File: config.mk
export PLATFORM = sky130hd
export DESIGN_NAME = character_motion_fsm
export DESIGN_NICKNAME = d
export VERILOG_FILES = /design/src/rtl/character_motion_fsm.sv
export SDC_FILE = /design/constraint.sdc
export NUM_CORES = 1
export LEC_CHECK = 0
export CORE_MARGIN = 3
export CORE_UTILIZATION = 60
export DETAILED_ROUTE_END_ITERATION = 7
export DONT_BUFFER_PORTS = 1
export MAX_ROUTING_LAYER = met4
export PLACE_DENSITY = 0.76
export SLEW_MARGIN = 20
export SYNTH_ARGS = -nofsm -noshare
export SYNTH_HDL_FRONTEND = slang
export SYNTH_SLANG_ARGS = --single-unit
File: constraint.sdc
create_clock -name clk_i -period 2.24 [get_ports clk_i]
set_input_delay 0.112 -clock clk_i [delete_from_list [all_inputs] [get_ports clk_i]]
set_output_delay 0.112 -clock clk_i [all_outputs]
set_load 0.03 [all_outputs]
File: src/rtl/character_motion_fsm.sv
// Per-character motion/attack sequencer: walks, clamps and attacks once per
// enabled frame tick; all outputs come straight from registers.
module character_motion_fsm #(
    parameter logic [9:0] X_MIN           = 10'd0,
    parameter logic [9:0] X_MAX           = 10'd576,
    parameter logic [9:0] X_START         = 10'd64,
    parameter logic       FACING_INIT     = 1'b1,
    parameter logic [9:0] STEP            = 10'd4,
    parameter logic [3:0] WALK_DIV        = 4'd6,
    parameter logic [3:0] ATTACK_FRAMES   = 4'd8,
    parameter logic [3:0] HIT_FIRST       = 4'd3,
    parameter logic [3:0] HIT_LAST        = 4'd5,
    parameter logic [3:0] COOLDOWN_FRAMES = 4'd4
) (
    input  logic       clk_i,
    input  logic       rst_i,
    input  logic       frame_tick_i,
    input  logic       game_en_i,
    input  logic       move_l_i,
    input  logic       move_r_i,
    input  logic       attack_i,
    output logic [9:0] pos_x_o,
    output logic       facing_o,
    output logic [1:0] state_o,
    output logic [3:0] anim_frame_o,
    output logic       hit_active_o,
    output logic       busy_o
);
    localparam logic [1:0] S_IDLE   = 2'b00;
    localparam logic [1:0] S_WALK   = 2'b01;
    localparam logic [1:0] S_ATTACK = 2'b10;
    localparam logic [1:0] S_COOL   = 2'b11;

    logic [1:0]  state_q, state_d;
    logic [9:0]  pos_x_q, pos_x_d;
    logic        facing_q, facing_d;
    logic        armed_q, armed_d;
    logic [3:0]  atk_cnt_q, atk_cnt_d;
    logic [3:0]  cd_cnt_q, cd_cnt_d;
    logic [3:0]  walk_cnt_q, walk_cnt_d;
    logic [1:0]  walk_ph_q, walk_ph_d;
    logic [3:0]  anim_q, anim_d;
    logic        hit_q, hit_d;
    logic        upd_s;
    logic [10:0] right_sum_s;
    logic [10:0] left_lim_s;

    assign upd_s       = frame_tick_i & game_en_i;
    assign right_sum_s = {1'b0, pos_x_q} + {1'b0, STEP};
    assign left_lim_s  = {1'b0, X_MIN} + {1'b0, STEP};

    // Next-state logic; walk counters are kept at zero whenever the next state is not WALK.
    always_comb begin
        state_d    = state_q;
        pos_x_d    = pos_x_q;
        facing_d   = facing_q;
        armed_d    = armed_q;
        atk_cnt_d  = atk_cnt_q;
        cd_cnt_d   = cd_cnt_q;
        walk_cnt_d = walk_cnt_q;
        walk_ph_d  = walk_ph_q;
        if (upd_s) begin
            if (!attack_i) begin
                armed_d = 1'b1;
            end else begin
                armed_d = armed_q;
            end
            case (state_q)
                S_IDLE, S_WALK: begin
                    if (attack_i && armed_q) begin
                        state_d    = S_ATTACK;
                        atk_cnt_d  = 4'd0;
                        armed_d    = 1'b0;
                        walk_cnt_d = 4'd0;
                        walk_ph_d  = 2'd0;
                    end else if (move_l_i ^ move_r_i) begin
                        state_d  = S_WALK;
                        facing_d = move_r_i;
                        if (move_r_i) begin
                            if (right_sum_s > {1'b0, X_MAX}) begin
                                pos_x_d = X_MAX;
                            end else begin
                                pos_x_d = right_sum_s[9:0];
                            end
                        end else begin
                            if ({1'b0, pos_x_q} < left_lim_s) begin
                                pos_x_d = X_MIN;
                            end else begin
                                pos_x_d = pos_x_q - STEP;
                            end
                        end
                        if (walk_cnt_q == WALK_DIV - 4'd1) begin
                            walk_cnt_d = 4'd0;
                            walk_ph_d  = walk_ph_q + 2'd1;
                        end else begin
                            walk_cnt_d = walk_cnt_q + 4'd1;
                        end
                    end else begin
                        state_d    = S_IDLE;
                        walk_cnt_d = 4'd0;
                        walk_ph_d  = 2'd0;
                    end
                end
                S_ATTACK: begin
                    if (atk_cnt_q == ATTACK_FRAMES - 4'd1) begin
                        state_d  = S_COOL;
                        cd_cnt_d = 4'd0;
                    end else begin
                        atk_cnt_d = atk_cnt_q + 4'd1;
                    end
                end
                S_COOL: begin
                    if (cd_cnt_q == COOLDOWN_FRAMES - 4'd1) begin
                        state_d    = S_IDLE;
                        walk_cnt_d = 4'd0;
                        walk_ph_d  = 2'd0;
                    end else begin
                        cd_cnt_d = cd_cnt_q + 4'd1;
                    end
                end
                default: begin
                    state_d = S_IDLE;
                end
            endcase
        end else begin
            state_d = state_q;
        end
    end

    // Animation index and hit window are precomputed from next state so they register alongside it.
    always_comb begin
        anim_d = 4'd0;
        case (state_d)
            S_IDLE:   anim_d = 4'd0;
            S_WALK:   anim_d = {2'b00, walk_ph_d};
            S_ATTACK: anim_d = atk_cnt_d;
            S_COOL:   anim_d = ATTACK_FRAMES - 4'd1;
            default:  anim_d = 4'd0;
        endcase
        if (state_d == S_ATTACK && atk_cnt_d >= HIT_FIRST && atk_cnt_d <= HIT_LAST) begin
            hit_d = 1'b1;
        end else begin
            hit_d = 1'b0;
        end
    end

    // State registers with asynchronous reset.
    always_ff @(posedge clk_i or posedge rst_i) begin
        if (rst_i) begin
            state_q    <= S_IDLE;
            pos_x_q    <= X_START;
            facing_q   <= FACING_INIT;
            armed_q    <= 1'b1;
            atk_cnt_q  <= 4'd0;
            cd_cnt_q   <= 4'd0;
            walk_cnt_q <= 4'd0;
            walk_ph_q  <= 2'd0;
            anim_q     <= 4'd0;
            hit_q      <= 1'b0;
        end else begin
            state_q    <= state_d;
            pos_x_q    <= pos_x_d;
            facing_q   <= facing_d;
            armed_q    <= armed_d;
            atk_cnt_q  <= atk_cnt_d;
            cd_cnt_q   <= cd_cnt_d;
            walk_cnt_q <= walk_cnt_d;
            walk_ph_q  <= walk_ph_d;
            anim_q     <= anim_d;
            hit_q      <= hit_d;
        end
    end

    assign pos_x_o      = pos_x_q;
    assign facing_o     = facing_q;
    assign state_o      = state_q;
    assign anim_frame_o = anim_q;
    assign hit_active_o = hit_q;
    assign busy_o       = state_q[1];
endmodule

==> results.py, run 1 <==
metrics = {
    "die": {
        "dieHeight_um": 63.4,
        "die_w_um": 63.4,
        "coreArea_sq_mm": 0.00310,
        "io_pins": 26,
        "rows": 20,
        "start_util_pct": 63.6,
        "die_area_sq_mm": 0.00402,
    },
    "route": {
        "drt_iter0_drc": 184,
        "wl_per_cell_um": 17.4,
        "wl_met2_mm": 2.24,
        "drc": 0,
        "dr_wl_met3_um": 313,
        "highest_layer": "met4",
        "drt_wl_total_mm": 4.82,
        "viasPerCell": 6.57,
        "ant_nets": 0,
        "dr.pass1.iters": 5,
        "num_vias": 1821,
        "wl_met1_mm": 2.17,
    },
    "clock_tree": {
        "clock-sinks": 31,
        "cts_buffers": 5,
        "post-cts-setup-buffers": 0,
        "clk_path_buf_depth": 2,
        "cts.repair.resized": 0,
        "clock_latency_ns": 0.35,
        "clockRootBuffer": "clkbuf_4",
        "htreeDepth": 2,
        "cts_hold_buffers": 3,
        "cts_tree": "yes",
        "clkTransAtPathRegs_ns": 0.12,
    },
    "logic_synthesis": {
        "synthFlopType": "dfrtp_1",
        "syn_inst": 223,
        "synth_area_sq_mm": 0.00197,
        "syn_area_per_cell_sq_um": 8.85,
        "ys_seq_area_share_pct": 39.5,
        "ys_types": 64,
        "synth_common_cells": "dfrtp_1 (28), nand2_1 (19), o21ai_0 (18), a21oi_1 (13), inv_1 (11)",
        "yosysWarnings": 0,
        "yosysTopAreaCell": "dfrtp_1",
        "yosys.cell_count.top_type": "dfrtp_1",
        "synth_seq_cells": 31,
        "synth_top_cells_by_area": "dfrtp_1 (35%), o21ai_0 (4.6%), dfstp_2 (4.0%)",
        "synth-edff-count": 0,
        "synth_top_area_share_pct": 35.5,
        "ys_async_sr_fraction_pct": 100,
    },
    "final_layout": {
        "diodes": 0,
        "regArea_sq_um": 779,
        "fin_area_sq_mm": 0.00214,
        "fin_util_pct": 69.0,
        "multiInputGateArea_sq_mm": 0.00108,
        "fillCellCount": 264,
        "final_nets": 245,
        "final_layout_size_suffix_gt1_share_pct": 12.4,
        "areaGrowthSynthToFinish_pct": 8.43,
    },
    "sta": {
        "finClkSkew_ns": 0.0118,
        "slew_viol_final": 0,
        "finalCriticalPeriod_ns": 1.97,
        "fmax_mhz": 507,
        "worst_pin_slew_ns": 0.618,
        "hold_ws_ns": 0.0216,
        "max-slew-margin-rel_pct": 58.5,
        "setup_viol": 0,
        "hold_viol": 0,
        "tns_ns": 0,
        "timing.final.crit_share_pct": 88.0,
        "rsz0062_at_grt": "false",
    },
    "power": {
        "p_leak_nw": 0.901,
        "powerDensity_mw_per_mm2": 1060,
        "finalPower_mw": 2.26,
        "peakVddDrop_uv": 646,
    },
    "worst_hold_path": {
        "hold_class": "in2reg",
    },
    "global_routing": {
        "grt_max_degree": 32,
        "grt-ovfl-total": 0,
        "grt_pass1_wl_mm": 7.93,
        "antenna_found_initial": 0,
        "grt_usage_pct": 25.8,
        "grt_pass1_vias": 1609,
    },
    "critical_path": {
        "cp-end-kind": "flip-flop",
        "worst-endpoint-required_ns": 2.46,
        "worstPathCellList": "inv_1, ha_1, nor4b_1, a21o_1, o32ai_1, o21ai_1, o31ai_1",
        "critPathLaunchType": "flip-flop",
        "slowest_stage": "dfrtp_1",
        "critPathMaxFanout": 7,
        "cp.arrival_ns": 2.20,
        "cp_num_buf_inv": 1,
        "crit_family": "compound AO/OA/AOI/OAI gates",
        "slowest_delay_ns": 0.47,
        "crit_type": "reg2reg",
    },
    "place": {
        "place_congestion": 0.882,
        "hpwl_mm": 3.48,
        "dpl_cell_area_sq_mm": 0.00204,
        "placement.io_buffers": 0,
    },
    "flow_run": {
        "maxCapViolCount": 0,
    },
    "run_status": {
        "status": "finished, final reports clean",
    },
}
[layer usage]
metal  track usage, %  vias to the layer above
li1                 -                      854
met4             9.43                        0
met3             7.13                       12
met5                -                        -
met1             34.7                      882
met2             37.4                       73
[kinds of logic after synthesis]
group | synth area share, %
simple gates | 23.3
flops | 39.5
xor+xnor | 0.887
compound gates | 25.3
mux | 1.08
buf+inv | 5.96
fa+ha+maj | 3.80
other cells | 0.190
[cells in the final DEF (no fill, tap or decap), types with 4 or more instances in the layout]
cell,Yosys,final
o31ai_1,5,5
o21ai_1,5,5
dfrtp_1,28,28
buf_4,4,11
inv_1,11,11
nor2_1,10,10
and3_1,5,5
and2_1,4,4
nand2_1,19,19
o21ai_0,18,18
ha_1,6,6
nand3_1,8,8
clkbuf_4,0,5
a31oi_1,5,5
dlygate4sd3_1,0,4
a21oi_1,13,13
or3_1,4,4
nor3_1,9,9
[worst reg2reg max path, delay by kind of cell, from the launching register on]
| kind | cells | cell delay, ns |
|---|---|---|
| simple gates | 1 | 0.44 |
| buf+inv | 1 | 0.13 |
| fa+ha+maj | 1 | 0.23 |
| flops | 1 | 0.47 |
| compound gates | 4 | 0.58 |
[registers in the layout, summed over array words and instances, names as in the netlist]
signal / cells
anim_frame_o: 4
armed_q: 1
atk_cnt_q: 4
cd_cnt_q: 4
facing_o: 1
hit_active_o: 1
pos_x_o: 8
state_o: 2
walk_cnt_q: 4
walk_ph_q: 2
[through the flow]
stage,cells,setup WS [ns]
detailed placement,265,0.321
CTS,276,0.300
floorplan,224,0.285
global route,277,0.0184
global placement,265,0.382
finish,277,0.268
[worst paths after layout]
| path | cells past startpoint | end | from | slack, ns |
|---|---|---|---|---|
| setup / recovery | 7 | pos_x_o[7] | pos_x_o[2] | 0.27 |
| hold / removal | 3 | pos_x_o[3] | move_r_i | 0.02 |
| setup reg to reg | 7 | pos_x_o[7] | pos_x_o[2] | 0.27 |
| hold reg to reg | 1 | walk_cnt_q[3] | walk_cnt_q[3] | 0.50 |
| max in group asynchronous | 3 | facing_o | rst_i | 1.65 |
| min in group asynchronous | 3 | pos_x_o[8] | rst_i | 0.27 |
[power by group]
part	internal [mW]	switching (mW)
Clock	0.120	0.225
Sequential	0.740	0.272
Combinational	0.343	0.561
[cell type report]
cell class | instances | area share [%]
clock buffers | 5 | 1.75
flip-flops and latches | 31 | 36.4
clock inverters | 3 | 0.935
well taps | 44 | 2.57
inverters | 12 | 2.10
repair buffers | 15 | 5.73
multi-input cells | 167 | 50.5
No activity file was read; power rests on OpenSTA's default activity.
==> inputs of run 2 (changes only) <==
- ABC_AREA: not set -> 1
- clock period: 2.24 -> 2.1 ns (I/O delays scaled with it)
==> results.py, run 2 <==
metrics = {
    "run_status": {
        "status": "finished, final reports clean",
    },
    "die": {
        "die_w_um": 64.6,
        "coreArea_sq_mm": 0.00315,
        "io_pins": 26,
        "dieHeight_um": 64.6,
        "die_area_sq_mm": 0.00417,
        "rows": 20,
        "start_util_pct": 65.4,
    },
    "flow_run": {
        "maxCapViolCount": 0,
    },
    "sta": {
        "finalCriticalPeriod_ns": 1.75,
        "timing.final.crit_share_pct": 83.3,
        "hold_ws_ns": 0.0470,
        "hold_viol": 0,
        "rsz0062_at_grt": "false",
        "setup_viol": 0,
        "tns_ns": 0,
        "slew_viol_final": 0,
        "fmax_mhz": 572,
        "max-slew-margin-rel_pct": 60.7,
        "worst_pin_slew_ns": 0.588,
        "finClkSkew_ns": 0.0131,
    },
    "final_layout": {
        "final_nets": 304,
        "layout_common_cells": "nand2_1 (51), inv_1 (40), nor2_1 (31)",
        "areaGrowthSynthToFinish_pct": 7.71,
        "diodes": 0,
        "final_layout_size_suffix_gt1_share_pct": 15.4,
        "largest_reg_flops": 8,
        "final_common_cell": "nand2_1",
        "fin_util_pct": 70.4,
    },
    "global_routing": {
        "grt_pass1_vias": 1716,
        "grt-ovfl-total": 0,
        "grt_max_degree": 16,
        "grt_pass1_wl_mm": 7.99,
        "antenna_found_initial": 0,
        "grt_usage_pct": 25.2,
    },
    "clock_tree": {
        "clock_latency_ns": 0.33,
        "post-cts-setup-buffers": 0,
        "htreeDepth": 2,
        "cts_tree": "yes",
        "clkTransAtPathRegs_ns": 0.11,
        "clk_path_buf_depth": 2,
        "clock-sinks": 31,
        "cts_buffers": 5,
        "clockRootBuffer": "clkbuf_4",
    },
    "critical_path": {
        "crit_type": "reg2reg",
        "slowest_delay_ns": 0.68,
        "crit_family": "simple AND/OR/NAND/NOR gates",
        "cp-end-kind": "flip-flop",
        "critPathLaunchType": "flip-flop",
        "slowest_stage": "dfrtp_1",
        "worstPathCellList": "nand2_2, nor2_1, nand2_1, nand2_1, nand2_1, nand2_1, nand2_1, inv_1, nand2_1, nand2_1, o21ai_1",
        "cpMostUsedCell": "nand2_1",
        "cp_num_buf_inv": 1,
        "cp.arrival_ns": 1.97,
        "critPathMaxFanout": 7,
        "worst-endpoint-required_ns": 2.32,
    },
    "route": {
        "dr.pass1.iters": 8,
        "viasPerCell": 5.50,
        "num_vias": 1849,
        "wl_met1_mm": 2.21,
        "drt_wl_total_mm": 4.55,
        "drc": 0,
        "dr_wl_met3_um": 369,
        "wl_per_cell_um": 13.5,
        "drt_iter0_drc": 218,
        "wl_met2_mm": 1.92,
        "highest_layer": "met4",
        "ant_nets": 0,
    },
    "logic_synthesis": {
        "synthFlopType": "dfrtp_1",
        "synth_area_sq_mm": 0.00206,
        "synth_top_area_share_pct": 34.0,
        "synth_top_cells_by_area": "dfrtp_1 (34%), nand2_1 (9.3%), inv_1 (7.3%)",
        "ys_seq_area_share_pct": 37.8,
        "yosysTopAreaCell": "dfrtp_1",
        "yosys.cell_count.top_type": "nand2_1",
        "ys_types": 34,
        "syn_inst": 277,
        "syn_area_per_cell_sq_um": 7.44,
        "yosysWarnings": 0,
        "synth_seq_cells": 31,
        "ys_async_sr_fraction_pct": 100,
        "synth_common_cells": "nand2_1 (51), inv_1 (40), nor2_1 (31), dfrtp_1 (28), nand3_1 (26)",
        "synth-edff-count": 0,
    },
    "place": {
        "hpwl_mm": 3.52,
        "placement.io_buffers": 0,
        "place_congestion": 0.951,
    },
    "worst_hold_path": {
        "hold_class": "in2reg",
    },
    "power": {
        "powerDensity_mw_per_mm2": 1390,
        "p_leak_nw": 1.13,
        "finalPower_mw": 3.08,
        "peakVddDrop_uv": 719,
    },
}
-- run 2: cell types whose count changed in the layout (fill, tap and decap cells not counted), moves of 5 or more --
cell / previous run / this run
nor2_1: 10 / 31
xor2_1: 1 / 7
nand2_2: 0 / 6
inv_1: 11 / 40
nor3_1: 9 / 4
and3_1: 5 / 0
nand2_1: 19 / 51
nand3_1: 8 / 26
-- run 2: timing repair --
item / 4_1_cts / 5_1_grt
hold endpoints to repair: 17 / 0
hold buffers: 4 / 0
gates resized for setup: 0 / 0
-- run 2: routing by layer --
metal | up-vias | GRT usage (%)
met5 | - | -
met4 | 0 | 6.33
met1 | 855 | 38.0
met2 | 70 | 34.5
li1 | 917 | -
met3 | 7 | 5.03
-- run 2: final cells by class --
class                   count  area, sq um
multi-input cells         195         1050
clock buffers               5         37.5
repair buffers             12          100
fillers                   277          933
inverters                  46          178
well taps                  44         55.1
flip-flops and latches     31          779
clock inverters             3         15.0
-- run 2: stage by stage --
step	cells	setup WS [ns]	area, sq um
finish	336	0.351	2220
global route	336	0.158	2220
CTS	336	0.368	2220
detailed placement	324	0.388	2130
global placement	324	0.419	2130
floorplan	278	0.433	2060
-- run 2: worst paths after layout --
check / start / end / slack [ns] / depth (start not counted)
min in group asynchronous: rst_i / pos_x_o[5] / 0.27 / 2
setup / recovery: pos_x_o[5] / pos_x_o[2] / 0.35 / 11
hold reg to reg: atk_cnt_q[0] / atk_cnt_q[0] / 0.55 / 1
max in group asynchronous: rst_i / pos_x_o[6] / 1.18 / 3
hold / removal: move_r_i / facing_o / 0.05 / 2
setup reg to reg: pos_x_o[5] / pos_x_o[2] / 0.35 / 11
-- run 2: cells by family (layout without fill, tap and decap cells) --
logic type,Yosys count,in the layout,share of synthesized area (%)
buffers and inverters,52,66,11.2
flip-flops,31,31,37.8
adder cells (fa/ha/maj),6,6,3.64
other,1,2,0.182
AND/OR/NAND/NOR,131,131,30.5
XOR/XNOR,8,8,3.40
AO/OA/AOI/OAI,48,48,13.3
-- run 2: where the power goes --
part	switching, mW	total (mW)	internal, mW
clock	0.213	0.337	0.125
sequential	0.483	1.32	0.839
combinational	0.925	1.42	0.500
==> inputs of run 3 (changes only) <==
- ABC_AREA: 1 -> 0
- CORE_UTILIZATION: 60 -> 57
- PLACE_DENSITY: 0.76 -> 0.75
- clock period: 2.1 -> 1.5 ns (I/O delays scaled with it)
==> results.py, run 3 <==
metrics = {
    "die": {
        "die_w_um": 64.9,
        "io_pins": 26,
        "dieHeight_um": 64.9,
        "rows": 20,
        "start_util_pct": 62.1,
    },
    "place": {
        "place_congestion": 0.945,
        "hpwl_mm": 4.47,
        "placement.io_buffers": 0,
    },
    "global_routing": {
        "grt_max_degree": 29,
    },
    "logic_synthesis": {
        "yosys.area_share.simple_pct": 23.3,
        "synth_top_family_by_area": "compound AO/OA/AOI/OAI gates",
        "synth_common_cells": "dfrtp_1 (28), nand2_1 (19), o21ai_0 (18), a21oi_1 (13), inv_1 (11)",
        "ys_types": 64,
        "synth_top_cells_by_area": "dfrtp_1 (35%), o21ai_0 (4.6%), dfstp_2 (4.0%)",
        "yosysWarnings": 0,
        "synth_area_sq_mm": 0.00197,
        "synth_xor_xnor_area_share_pct": 0.887,
        "synth_top_area_share_pct": 35.5,
        "syn_inst": 223,
        "synth_seq_cells": 31,
        "yosys.cell_count.top_type": "dfrtp_1",
        "synth_fa_ha_area_share_pct": 3.80,
        "synth_compound_area_share_pct": 25.3,
        "synth-edff-count": 0,
        "ys_seq_area_share_pct": 39.5,
        "syn_area_per_cell_sq_um": 8.85,
        "synthMuxAreaShare_pct": 1.08,
        "ys_async_sr_fraction_pct": 100,
        "yosysTopAreaCell": "dfrtp_1",
        "synthFlopType": "dfrtp_1",
    },
    "run_status": {
        "first-error": "[ERROR DPL-0038] Utilization greater than 100%, impossible to legalize",
        "status": "aborted with a tool error",
        "stop_stage": "5_1_grt",
    },
    "sta": {
        "postGrtWorstEndpoint": "pos_x_o[8]$_DFFE_PP0P_/D",
        "worstEndpointType": "sequential cell input",
    },
    "clock_tree": {
        "htreeDepth": 2,
        "clk_path_buf_depth": 2,
        "clockRootBuffer": "clkbuf_4",
        "clock-sinks": 31,
        "cts_buffers": 5,
    },
}
-- run 3: cells by family after synthesis --
group,count (synthesis)
xor gates and xnor gates,2
adders and majority gates,6
and+or+nand+nor,80
AOI/OAI and AO/OA,75
muxes,2
other,1
DFF,31
buffers and inverters,26
-- run 3: stage by stage --
stage               instance area [sq um]  hold WS (ns)  setup TNS (ns)  instances  worst slack [ns]
floorplan                            2090         0.152           -2.24        224            -0.268
global placement                     2580        -0.147           -2.10        322            -0.210
detailed placement                   2580        -0.146           -3.22        322            -0.262
CTS                                  3060        -0.157           -2.34        351            -0.264
-- run 3: what timing repair did --
action / in CTS
pin swaps: 32
resized for setup: 59
hold endpoints to repair: 34
setup endpoints to repair: 23
buffers inserted: 21
hold buffers: 2
==> inputs of run 4 (changes only) <==
- CORE_UTILIZATION: 57 -> 40
- MAX_ROUTING_LAYER: met4 -> not set
- PLACE_DENSITY: 0.75 -> not set
- PLACE_DENSITY_LB_ADDON: not set -> 0.15
- clock period: 1.5 -> 2 ns (I/O delays scaled with it)
==> results.py, run 4 (synthesized netlist as in run 1, its figures left out) <==
metrics = {
    "route": {
        "viasPerCell": 6.09,
        "drc": 0,
        "ant_nets": 0,
        "dr.pass1.iters": 6,
        "num_vias": 1839,
        "drt_wl_total_mm": 5.09,
        "wl_per_cell_um": 16.9,
        "drt_iter0_drc": 147,
    },
    "sta": {
        "slew_viol_final": 0,
        "rsz0062_at_grt": "false",
        "timing.final.crit_share_pct": 95.7,
        "hold_ws_ns": 0.0166,
        "fmax_mhz": 522,
        "hold_viol": 0,
        "tns_ns": 0,
        "setup_viol": 0,
        "finalCriticalPeriod_ns": 1.91,
        "finClkSkew_ns": 0.0117,
    },
    "power": {
        "p_leak_nw": 0.943,
        "seq_power_share_pct": 42.4,
        "powerDensity_mw_per_mm2": 1190,
        "comb_power_share_pct": 38.6,
        "clockPowerShare_pct": 19.0,
        "p_int_mw": 1.51,
        "p_sw_mw": 1.18,
        "switching_share_pct": 43.9,
        "peakVddDrop_uv": 450,
    },
    "global_routing": {
        "grt-ovfl-total": 0,
        "grt_max_degree": 32,
        "grt_pass1_wl_mm": 8.49,
        "antenna_found_initial": 0,
        "grt_pass1_vias": 1771,
        "grt_usage_pct": 17.7,
    },
    "final_layout": {
        "final_nets": 250,
        "diodes": 0,
        "final_common_cell": "dfrtp_1",
        "largest_reg_flops": 8,
        "areaGrowthSynthToFinish_pct": 13.9,
        "final_layout_size_suffix_gt1_share_pct": 16.5,
        "layout_common_cells": "dfrtp_1 (27), nand2_1 (19), buf_4 (17)",
    },
    "flow_run": {
        "maxCapViolCount": 0,
    },
    "clock_tree": {
        "cts_buffers": 5,
        "clock_latency_ns": 0.29,
        "htreeDepth": 2,
        "post-cts-setup-buffers": 0,
        "clockRootBuffer": "clkbuf_8",
        "clk_path_buf_depth": 2,
        "cts_tree": "yes",
        "clkTransAtPathRegs_ns": 0.07,
        "clock-sinks": 31,
    },
    "critical_path": {
        "crit_type": "reg2reg",
        "critPathLaunchType": "flip-flop",
        "cp.arrival_ns": 2.09,
        "rr_worst_depth": 6,
        "worstPathCellList": "ha_2, nand3_1, or3_1, a31oi_1, a21oi_1, a221o_1",
        "slowest_delay_ns": 0.42,
        "critPathMaxFanout": 7,
        "worst-endpoint-required_ns": 2.18,
        "slowest_stage": "dfrtp_2",
        "cp-end-kind": "flip-flop",
    },
    "run_status": {
        "status": "finished, final reports clean",
    },
    "die": {
        "rows": 24,
        "die_area_sq_mm": 0.00581,
        "die_w_um": 76.3,
        "coreArea_sq_mm": 0.00456,
        "dieHeight_um": 76.3,
        "start_util_pct": 43.3,
        "io_pins": 26,
    },
    "worst_hold_path": {
        "min_path_cells": 2,
        "hold_class": "in2reg",
    },
    "place": {
        "placement.io_buffers": 0,
        "place_congestion": 0.892,
        "hpwl_mm": 3.63,
    },
}
## run 4: worst max-delay path: cells and delay by family (launching register included)
kind,cells,cell delay (ns)
AO/OA/AOI/OAI,3,0.65
AND/OR/NAND/NOR,2,0.50
adder cells (fa/ha/maj),1,0.24
flip-flops,1,0.42
## run 4: path summary, 6_finish.rpt
check                         startpoint             to  slack (ns)
max                           pos_x_o[2]     pos_x_o[8]        0.09
min                             move_r_i     pos_x_o[4]        0.02
max reg2reg                   pos_x_o[2]     pos_x_o[8]        0.09
min reg2reg                walk_cnt_q[3]  walk_cnt_q[3]        0.51
max in group asynchronous          rst_i       facing_o        1.33
min in group asynchronous          rst_i     pos_x_o[3]        0.33
## run 4: cell type report
cell class	count	area, sq um
Clock buffer	6	82.6
Clock inverter	1	5.00
Fill cell	436	2320
Inverter	12	45.0
Multi-Input combinational cell	167	1100
Sequential cell	31	781
Tap cell	65	81.3
Timing Repair Buffer	20	158
## run 4: power groups by stage
stage	registers (mW)	clock network (mW)	logic [mW]
3_5_place_dp	1.14	0	1.02
2_1_floorplan	1.15	0	0.725
6_report	1.14	0.511	1.04
5_1_grt	1.17	0.555	1.16
3_3_place_gp	1.13	0	0.995
4_1_cts	1.13	0.521	1.03
## run 4: metrics by stage
step | setup slack (ns) | power, mW | utilization (%) | cells | cell area [sq um]
2_1_floorplan | 0.0449 | 1.87 | - | 224 | 1980
3_3_place_gp | 0.115 | 2.12 | 46.3 | 292 | 2110
3_5_place_dp | 0.0584 | 2.16 | 46.3 | 292 | 2110
4_1_cts | 0.0397 | 2.68 | 48.9 | 302 | 2230
5_1_grt | 0.00312 | 2.88 | 49.3 | 302 | 2250
6_report | 0.0858 | 2.69 | 49.3 | 302 | 2250
## run 4: repair_timing
item | in CTS | in global routing
endpoints found under the hold margin | 31 | 0
setup endpoints to repair | 0 | 8
gates resized for setup | 0 | 7
hold buffers | 3 | 0
## run 4: routing by layer
layer / share of wire [%] / GRT usage (%) / vias to the layer above
met5: 0 / 0 / -
met4: 2.3 / 8.51 / 0
met3: 7.0 / 5.08 / 17
met2: 46 / 26.7 / 82
met1: 45 / 23.2 / 877
li1: - / - / 863
